File: src/rtl/mem_bist_ctrl.sv
// Memory BIST controller: writes an address-derived pattern over a range, reads it back
// in order and reports pass/fail, error count, first failing address and timeout.
module mem_bist_ctrl #(
    parameter int unsigned DATA_W  = 32,
    parameter int unsigned ADDR_W  = 24,
    parameter logic [31:0] PATTERN = 32'h00FFFFFF,
    parameter int unsigned MAX_OUT = 8,
    parameter int unsigned TIMEOUT = 1024,
    parameter int unsigned ERR_W   = 16
) (
    input  logic              clk,
    input  logic              reset,
    input  logic              start,
    input  logic [1:0]        pattern_sel,
    input  logic [ADDR_W-1:0] base_addr,
    input  logic [ADDR_W-1:0] num_words,
    input  logic              wr_rdy,
    output logic              wr_en,
    output logic [ADDR_W-1:0] wr_addr,
    output logic [DATA_W-1:0] wr_data,
    input  logic              rd_rdy,
    output logic              rd_en,
    output logic [ADDR_W-1:0] rd_addr,
    input  logic [DATA_W-1:0] rd_data,
    input  logic              rd_data_valid,
    output logic              busy,
    output logic              done,
    output logic              pass,
    output logic              fail,
    output logic              timeout,
    output logic [ERR_W-1:0]  err_cnt,
    output logic [ADDR_W-1:0] first_err_addr,
    output logic [ADDR_W-1:0] rd_cnt
);

    localparam int unsigned OUT_W = $clog2(MAX_OUT) + 1;
    localparam int unsigned TMO_W = $clog2(TIMEOUT + 1);
    localparam logic [OUT_W-1:0] MaxOut  = OUT_W'(MAX_OUT);
    localparam logic [TMO_W-1:0] TmoLast = TMO_W'(TIMEOUT - 1);

    typedef enum logic [2:0] {StIdle, StWrite, StRead, StDrain, StDone} state_e;

    state_e            state_q;
    logic [ADDR_W-1:0] base_q, num_q, wr_idx_q, rd_idx_q, chk_idx_q;
    logic [1:0]        mode_q;
    logic [OUT_W-1:0]  out_q, out_d;
    logic [TMO_W-1:0]  tmo_q;
    logic              rd_acc, live, rd_ret, spurious, mismatch, tmo_hit;

    function automatic logic [DATA_W-1:0] pattern_f(input logic [1:0] mode,
                                                    input logic [ADDR_W-1:0] a);
        logic [ADDR_W-1:0] sh;
        logic [DATA_W-1:0] res;
        sh = a % ADDR_W'(DATA_W);
        case (mode)
            2'd0:    res = DATA_W'(PATTERN);
            2'd1:    res = DATA_W'(a);
            2'd2:    res = DATA_W'(1) << sh;
            default: res = ~DATA_W'(a);
        endcase
        return res;
    endfunction

    // A return only counts when a read is actually in flight; anything else is spurious.
    always_comb begin
        rd_acc   = rd_en && rd_rdy;
        live     = ((state_q == StRead) || (state_q == StDrain)) && (out_q != '0);
        rd_ret   = rd_data_valid && live;
        spurious = rd_data_valid && !live;
        out_d    = out_q + OUT_W'(rd_acc) - OUT_W'(rd_ret);
        mismatch = rd_ret && (rd_data != pattern_f(mode_q, chk_idx_q));
        tmo_hit  = live && !rd_data_valid && (tmo_q == TmoLast);
    end

    always_ff @(posedge clk or posedge reset) begin
        if (reset) begin
            state_q        <= StIdle;
            base_q         <= '0;
            num_q          <= '0;
            mode_q         <= '0;
            wr_idx_q       <= '0;
            rd_idx_q       <= '0;
            chk_idx_q      <= '0;
            out_q          <= '0;
            tmo_q          <= '0;
            wr_en          <= 1'b0;
            wr_addr        <= '0;
            wr_data        <= '0;
            rd_en          <= 1'b0;
            rd_addr        <= '0;
            busy           <= 1'b0;
            done           <= 1'b0;
            pass           <= 1'b0;
            fail           <= 1'b0;
            timeout        <= 1'b0;
            err_cnt        <= '0;
            first_err_addr <= '0;
            rd_cnt         <= '0;
        end else begin
            out_q <= out_d;
            if (rd_ret) begin
                chk_idx_q <= chk_idx_q + ADDR_W'(1);
                rd_cnt    <= rd_cnt + ADDR_W'(1);
                tmo_q     <= '0;
                if (mismatch) begin
                    fail <= 1'b1;
                    if (err_cnt != '1) err_cnt <= err_cnt + ERR_W'(1);
                    if (err_cnt == '0) first_err_addr <= base_q + chk_idx_q;
                end
            end else if (live) begin
                tmo_q <= tmo_q + TMO_W'(1);
            end
            if (spurious) begin
                fail <= 1'b1;
                pass <= 1'b0;
            end

            case (state_q)
                StIdle, StDone: begin
                    if (start) begin
                        base_q         <= base_addr;
                        num_q          <= num_words;
                        mode_q         <= pattern_sel;
                        wr_idx_q       <= '0;
                        rd_idx_q       <= '0;
                        chk_idx_q      <= '0;
                        out_q          <= '0;
                        tmo_q          <= '0;
                        err_cnt        <= '0;
                        rd_cnt         <= '0;
                        first_err_addr <= '0;
                        fail           <= 1'b0;
                        timeout        <= 1'b0;
                        if (num_words == '0) begin
                            state_q <= StDone;
                            busy    <= 1'b0;
                            done    <= 1'b1;
                            pass    <= 1'b1;
                        end else begin
                            state_q <= StWrite;
                            busy    <= 1'b1;
                            done    <= 1'b0;
                            pass    <= 1'b0;
                            wr_en   <= 1'b1;
                            wr_addr <= base_addr;
                            wr_data <= pattern_f(pattern_sel, '0);
                        end
                    end
                end
                StWrite: begin
                    if (wr_en && wr_rdy) begin
                        if (wr_idx_q == num_q - ADDR_W'(1)) begin
                            wr_en   <= 1'b0;
                            state_q <= StRead;
                            rd_en   <= 1'b1;
                            rd_addr <= base_q;
                        end else begin
                            wr_idx_q <= wr_idx_q + ADDR_W'(1);
                            wr_addr  <= base_q + wr_idx_q + ADDR_W'(1);
                            wr_data  <= pattern_f(mode_q, wr_idx_q + ADDR_W'(1));
                        end
                    end
                end
                StRead: begin
                    if (tmo_hit) begin
                        state_q <= StDone;
                        rd_en   <= 1'b0;
                        busy    <= 1'b0;
                        done    <= 1'b1;
                        pass    <= 1'b0;
                        fail    <= 1'b1;
                        timeout <= 1'b1;
                    end else if (rd_acc && (rd_idx_q == num_q - ADDR_W'(1))) begin
                        rd_en   <= 1'b0;
                        state_q <= StDrain;
                    end else if (rd_acc) begin
                        rd_idx_q <= rd_idx_q + ADDR_W'(1);
                        rd_addr  <= base_q + rd_idx_q + ADDR_W'(1);
                        rd_en    <= (out_d < MaxOut);
                    end else begin
                        rd_en <= (out_d < MaxOut);
                    end
                end
                StDrain: begin
                    if (tmo_hit) begin
                        state_q <= StDone;
                        busy    <= 1'b0;
                        done    <= 1'b1;
                        pass    <= 1'b0;
                        fail    <= 1'b1;
                        timeout <= 1'b1;
                    end else if (out_q == '0) begin
                        // The last compare landed on the previous edge, so fail is final here.
                        state_q <= StDone;
                        busy    <= 1'b0;
                        done    <= 1'b1;
                        pass    <= !fail && !spurious;
                    end
                end
                default: state_q <= StIdle;
            endcase
        end
    end

endmodule

File: config.mk
export PLATFORM = sky130hd
export DESIGN_NAME = mem_bist_ctrl
export DESIGN_NICKNAME = d
export VERILOG_FILES = /design/src/rtl/mem_bist_ctrl.sv
export SDC_FILE = /design/constraint.sdc
export NUM_CORES = 1
export LEC_CHECK = 0
export CAP_MARGIN = 0
export CORE_MARGIN = 4
export CORE_UTILIZATION = 60
export CTS_BUF_LIST = sky130_fd_sc_hd__clkbuf_8
export DETAILED_ROUTE_END_ITERATION = 6
export DONT_BUFFER_PORTS = 1
export GPL_TIMING_DRIVEN = 1
export MAX_ROUTING_LAYER = met4
export PLACE_DENSITY = 0.76
export SETUP_SLACK_MARGIN = 0.1
export SYNTH_ARGS = -nofsm -noshare
export SYNTH_HDL_FRONTEND = slang
export SYNTH_SLANG_ARGS = --single-unit
File: constraint.sdc
create_clock -name clk -period 13.39 [get_ports clk]
set_input_delay 2.0085 -clock clk [delete_from_list [all_inputs] [get_ports clk]]
set_output_delay 2.0085 -clock clk [all_outputs]
set_load 0.005 [all_outputs]
==> results of run 1 <==
[stage by stage]
stage | hold slack [ns] | std cells
3_3_place_gp | 0.5106 | 2798
3_5_place_dp | 0.5059 | 2798
4_1_cts | 0.5264 | 2890
5_1_grt | 0.5525 | 2890
6_report | 0.5267 | 2890
2_1_floorplan | 0.4741 | 2463
[metal layers]
metal	global-route usage, %	vias up	share of wire [%]
li1	-	8665	-
met1	46.75	9022	41
met2	51.27	913	45
met3	7.090	168	9.6
met4	13.20	0	4.0
met5	-	-	0
[cell type report]
type,instances,share of cell area (%)
Timing Repair Buffer,18,0.6124
Clock inverter,32,0.9299
Clock buffer,60,3.742
Multi-Input combinational cell,1977,58.13
Sequential cell,291,33.00
Inverter,57,1.004
Tap cell,455,2.580
[power by group through the flow]
stage,combinational [mW],sequential [mW],clock [mW]
detailed placement,1.73,1.40,0
global placement,1.70,1.40,0
floorplan,1.43,1.20,0
finish,1.76,1.39,0.844
CTS,1.74,1.39,0.858
global route,1.95,1.41,0.899
[worst register-to-register path, cell delays in order, from the launching register on]
cell	delay (ns)
dfrtp_1	0.47
inv_1	0.11
ha_1	0.23
nor3b_1	0.61
nand4_2	0.36
nor2_1	0.29
xor3_1	0.27
a2111o_1	0.40
nor4_2	0.55
or3_1	0.35
and2_4	0.47
mux2_2	0.40
[kinds of logic after synthesis]
kind of cell,synth area share (%)
AND/OR/NAND/NOR,23.14
AO/OA/AOI/OAI,17.52
flip-flops,34.85
XOR/XNOR,10.25
buffers and inverters,3.905
adder cells (fa/ha/maj),5.953
multiplexers,4.384
[worst paths after layout]
path	slack (ns)	end	startpoint	cells after the start
min in group asynchronous	1.30	rd_addr[15]	reset	1
worst min register to register	0.53	busy	busy	1
worst min-delay path	0.53	busy	busy	1
worst max-delay path	8.76	first_err_addr[20]	rd_data[30]	10
max in group asynchronous	9.95	mode_q[1]	reset	3
worst max register to register	8.78	rd_addr[20]	num_q[0]	11
[layout by cell type, fill, tap and decap left out, drive strengths merged, types with 12 or more instances in the layout]
| cell type | synthesis | routed |
|---|---|---|
| nor2 | 203 | 203 |
| a21o | 29 | 29 |
| o21a | 21 | 21 |
| nor2b | 28 | 28 |
| xnor2 | 108 | 108 |
| and3 | 37 | 37 |
| a31oi | 42 | 42 |
| buf | 37 | 18 |
| o31ai | 27 | 27 |
| or4 | 24 | 24 |
| o21ai | 142 | 142 |
| a211oi | 20 | 20 |
| and2 | 16 | 16 |
| xor2 | 108 | 108 |
| o211ai | 23 | 23 |
| or2 | 12 | 12 |
| nor4 | 34 | 34 |
| clkbuf | 101 | 60 |
| nand2b | 25 | 25 |
| a311oi | 13 | 13 |
| mux2i | 33 | 33 |
| nand4 | 36 | 36 |
| nand2 | 387 | 387 |
| ha | 93 | 93 |
| or3 | 38 | 38 |
| mux2 | 46 | 46 |
| nor3 | 47 | 47 |
| nand3 | 70 | 70 |
| dfrtp | 291 | 291 |
| inv | 57 | 78 |
| a21oi | 160 | 160 |
==> impl_results.md, run 1 <==
- Delay-heaviest family, CP: compound AO/OA/AOI/OAI gates
- Vias per cell: 6.494
- Clk buf depth: 3
- Post-CTS Setup Bufs: 0
- Crit start category: input pin
- Finished Core Util: 64.04%
- Mapped cell area: 20890 sq um
- Clock slew at reported path FFs: 0.06 ns
- Critical path arrival: 5.19 ns
- Int Power: 2.196 mW
- DR iter-0 viols: 1918
- Max-slew headroom: 21.44%
- Critical path cell sequence: a211o_1 -> a2111oi_0 -> o22a_1 -> o21a_1 -> nand4_1 -> nor4_1 -> a21o_1 -> buf_4 -> o21ai_0 -> a21oi_1
- Vias post-DR: 18770
- Total routed wirelength: 64.81 mm
- Final Max Slew Viols: 0
- Synth Flop Type: dfrtp_1
- Lkg Pwr: 9.828 nW
- Worst Hold Class: flop to flop
- Synth top cells by count: nand2_1 (387), dfrtp_1 (291), nor2_1 (202)
- Pin count of the biggest net entering global routing: 95
- Ant diodes: 0
- CP bufs+invs: 1
- Synth top area cells: dfrtp_1 (35%), nand2_1 (7.0%), ha_1 (5.6%)
- Initial Util: 60.63%
- Wire per inst: 22.43 um
- Net count, final: 2580
- Core Region: 34460 sq um
- First-pass GRT wire length: 101.9 mm
- Crit path max fanout: 25
- Gr usage total: 34.45%
- Final WS setup: 8.758 ns
- Clock Power Share: 21.1%
- Dpl hpwl: 47.59 mm
- Post_cts resized: 0
- Clk Latency, worst-skew pair: 0.66 ns
- Setup TNS Final: 0 ns
- Final hold vios: 0
- Switching power: 1.803 mW
- Final Cycle Share: 34.59%
- 1st-pass router iterations: 6
- Synthesis-to-finish area growth: 5.623%
- Tmin final: 4.632 ns
- Die extent in x: 194.6 um
- Mapped Cells: 2463
- Setup CP Type: input pin to flop
- Setup Skew: 0.03487 ns
- Fin area: 22070 sq um
- # port buffers: 0
- Power per cell area: 181.2 nW/um^2
- Total power: 3.999 mW
- Library cells used by synthesis: 88
- Post-synth top area share: 34.85%
- Max Fclk: 215.9 MHz
- Die height: 194.6 um
- Largest Register: wr_data
- Reg area: 7283 sq um
- CTS Buf Count: 50
- Final setup fails: 0
- Max-Cap Viols: 0
- Sequential area share after synthesis: 34.85%
- Row cnt: 68
- Total gr overflow: 0
- Slowest CP cell: a21o_1
- Most frequent cell after synthesis: nand2_1
- Fillers: 2969
- Routability cong.: 0.9923
- Async SR Flop Fraction: 100.0%
- Actual slew at the worst max-slew pin: 1.176 ns
- Initial antenna violation count: 1
- CTS tree: yes
- Max VDD drop: 0.1375 mV
- CTS H-tree lvls: 2
- Register bit total from synthesis: 291
- Worst EP required: 13.95 ns
- Post-Syn Area per Cell: 8.483 sq um
- CTS root buffer: clkbuf_8
- CTS sink count: 291
- Reg power frac: 34.8%
- Outcome: finished, final reports clean
- Hold_buf cts: 0
- Multi-input gate area in the final layout: 12830 sq um
- DRC viols: 0
- Placed standard-cell area: 21040 sq um
- Max reg flops: 32
- Full die area: 37870 sq um
- Share of cells above drive strength 1: 7.187%
- Ys Warns: 0
- Switching Share: 45.09%
- Worst setup EP type: flop
- Post-Syn Nets: 2648
- Number of synthesized flops with an enable pin: 0
- RSZ-0062 raised after global routing: false
- Logic pwr share: 44.1%
- Synth area leader: dfrtp_1
- DP Worst Slack: 8.236 ns
- Post-route ant nets: 0
- Highest cell delay on the worst timing path: 0.63 ns
- Number of global-route vias before repair: 17790
- Io pins: 239
Power figures use the tool's default switching activity.
==> run 2: changes to the inputs <==
==> constraint.sdc (replaced) <==
create_clock -name clk -period 4.5 [get_ports clk]
set_input_delay 0.675 -clock clk [delete_from_list [all_inputs] [get_ports clk]]
set_output_delay 0.675 -clock clk [all_outputs]
set_load 0.005 [all_outputs]
==> run 2 against run 1 <==
Against the previous run:
- register-to-register slack got worse by 8.3 ns
- core utilization rose by 0.87 points
- via count rose by 0.38%
- die area stayed put
- sequential share of layout area decreased by 0.44 points
- worst hold slack worse by 0.49 ns
- clock skew is 0.0076 ns lower
- critical path depth unchanged
- clock power rose to 2.9 times the previous value
- critical path type is now flop to flop
- largest power group unchanged
==> impl_results.md, run 2 (synthesis results as in run 1) <==
- Final hold vios: 0 (unchanged)
- 1st-pass router iterations: 6 (unchanged)
- Clk buf depth: 3 (unchanged)
- Full die area: 37870 sq um (unchanged)
- CTS tree: yes (unchanged)
- Setup Skew: 0.02722 ns (was 0.03487 ns)
- Actual slew at the worst max-slew pin: 0.9791 ns (was 1.176 ns)
- Post-route ant nets: 0 (unchanged)
- Crit path max fanout: 38 (was 25)
- DRC viols: 0 (unchanged)
- Initial antenna violation count: 1 (unchanged)
- Final cell count without fillers: 2924 (was 2890)
- Max VDD drop: 0.3906 mV (was 0.1375 mV)
- Dpl hpwl: 49.26 mm (was 47.59 mm)
- Clock slew at reported path FFs: 0.06 ns (about the same)
- Placed Cells: 2834 (was 2798)
- Worst EP required: 5.01 ns (was 13.95 ns)
- Post-CTS Setup Bufs: 0 (unchanged)
- Hold_buf cts: 0 (unchanged)
- Outcome: finished, final reports clean (unchanged)
- Io pins: 239 (unchanged)
- Reg2Reg Capture Point: wr_idx_q[6] (was rd_addr[20])
- CTS Buf Count: 50 (unchanged)
- Power per cell area: 536.8 nW/um^2 (was 181.2 nW/um^2)
- Core Region: 34460 sq um (unchanged)
- DR iter-0 viols: 2003 (was 1918)
- Row cnt: 68 (unchanged)
- Crit start category: flop (was input pin)
- Critical path arrival: 4.58 ns (was 5.19 ns)
- Worst setup EP type: flop (unchanged)
- Net count, final: 2616 (was 2580)
- Max-Cap Viols: 0 (unchanged)
- Post_cts resized: 0 (unchanged)
- Setup CP Type: flop to flop (was input pin to flop)
- Clk Latency, worst-skew pair: 0.63 ns (was 0.66 ns)
- CTS H-tree lvls: 2 (unchanged)
- Tmin final: 4.069 ns
- CTS root buffer: clkbuf_8 (unchanged)
- # port buffers: 0 (unchanged)
- Final Max Slew Viols: 0 (unchanged)
- Number of global-route vias before repair: 17990 (was 17790)
- Fillers: 2934 (was 2969)
- Worst r2r src: num_q[4] (was num_q[0])
- Gr usage total: 34.52% (was 34.45%)
- FF-to-FF path depth: 10 (was 11)
- Total routed wirelength: 65.03 mm (was 64.81 mm)
- Worst Hold Class: input pin to async pin (was flop to flop)
- Largest Register: wr_data (unchanged)
- Final Cycle Share: 90.43%
- Total gr overflow: 0 (unchanged)
- Die extent in x: 194.6 um (unchanged)
- Synthesis-to-finish area growth: 7.055% (was 5.623%)
- Die height: 194.6 um (unchanged)
- Most common cell after layout, fill and taps aside: nand2_1 (unchanged)
- First-pass GRT wire length: 102.3 mm (was 101.9 mm)
- Vias per cell: 6.443 (was 6.494)
- Highest-count cells in the layout ignoring fill and taps: nand2_1 (386), dfrtp_1 (290), nor2_1 (202) (unchanged)
- Vias post-DR: 18840 (was 18770)
- Highest cell delay on the worst timing path: 0.74 ns (was 0.63 ns)
- Critical path cell sequence: nor3_2 -> nand4_1 -> nor3_1 -> xnor3_1 -> nand3_1 -> nor4_4 -> nor2_4 -> buf_4 -> mux2i_1 -> a22o_1 (was a211o_1 -> a2111oi_0 -> o22a_1 -> o21a_1 -> nand4_1 -> nor4_1 -> a21o_1 -> buf_4 -> o21ai_0 -> a21oi_1)
- Max Fclk: 245.7 MHz
- Initial Util: 60.63% (unchanged)
- Total power: 12.01 mW (was 3.999 mW)
- Wire per inst: 22.24 um (was 22.43 um)
- Share of cells above drive strength 1: 8.671% (was 7.187%)
- Lkg Pwr: 9.992 nW (was 9.828 nW)
- R2R setup slack: 0.43 ns (was 8.78 ns)
- Routability cong.: 0.9908 (was 0.9923)
- Max-slew headroom: 34.57% (was 21.44%)
- CTS sink count: 291 (unchanged)
- Final setup fails: 0 (unchanged)
- RSZ-0062 raised after global routing: false (unchanged)
- Slowest CP cell: nor2_4 (was a21o_1)
- Max reg flops: 32 (unchanged)
- Pin count of the biggest net entering global routing: 103 (was 95)
-- run 2: cell count changes in the layout (fill, tap and decap cells not counted), sizes merged --
cell,previous run,this run
inv,78,70
clkinvlp,1,2
diode,0,1
clkbuf,60,65
buf,18,54
bufinv,2,1
-- run 2: layout make-up --
cell class              count  area [sq um]  share of cell area [%]
diodes                      1         2.502                 0.01119
multi-input cells        1977         12830                   57.35
well taps                 455         569.3                   2.545
clock buffers              65         894.6                   4.000
clock inverters            24         141.4                  0.6321
inverters                  57         217.7                  0.9734
flip-flops and latches    291          7283                   32.56
repair buffers             54         430.4                   1.924
-- run 2: report_power, final --
group	internal [mW]	leakage (nW)	switching [mW]
Clock	1.35	0.590	1.12
Combinational	2.19	5.58	3.30
Sequential	3.14	3.82	0.905
-- run 2: per-stage QoR --
| step | hold slack (ns) | setup WS [ns] | TNS [ns] | utilization (%) | area (sq um) |
|---|---|---|---|---|---|
| finish | 0.04115 | 0.4307 | 0 | 64.91 | 22370 |
| global placement | 0.4980 | 0.5982 | 0 | 61.90 | 21330 |
| CTS | 0.03189 | 0.4840 | 0 | 64.90 | 22360 |
| floorplan | 0.4741 | -0.03617 | -10.53 | - | 20900 |
| global route | 0.06330 | 0.1160 | 0 | 64.91 | 22370 |
| detailed placement | 0.5020 | 0.4928 | 0 | 61.90 | 21330 |
-- run 2: layer usage --
layer | up-vias | part of all wire [%] | GRT usage [%]
met1 | 9086 | 42 | 46.71
met2 | 858 | 44 | 51.46
li1 | 8732 | - | -
met4 | 0 | 4.4 | 13.96
met5 | - | 0 | -
met3 | 164 | 8.8 | 6.656
-- run 2: worst max-delay path, delay by kind of cell (launching register included) --
family | cells | cell delay [ns]
muxes | 1 | 0.09
DFF | 1 | 0.50
xor gates and xnor gates | 1 | 0.28
buffers and inverters | 1 | 0.31
AOI/OAI and AO/OA | 1 | 0.27
and+or+nand+nor | 6 | 2.50
-- run 2: how the worst max path moves through the flow --
stage             start          end  slack, ns  cells past startpoint
2_1_floorplan     reset    base_q[0]      -0.04                      1
3_3_place_gp   num_q[0]  rd_addr[17]       0.60                     11
3_5_place_dp   num_q[4]  wr_idx_q[6]       0.49                     10
4_1_cts        num_q[4]  wr_idx_q[6]       0.48                     10
5_1_grt        num_q[4]   wr_data[7]       0.12                      9
6_report       num_q[4]  wr_idx_q[6]       0.43                     10
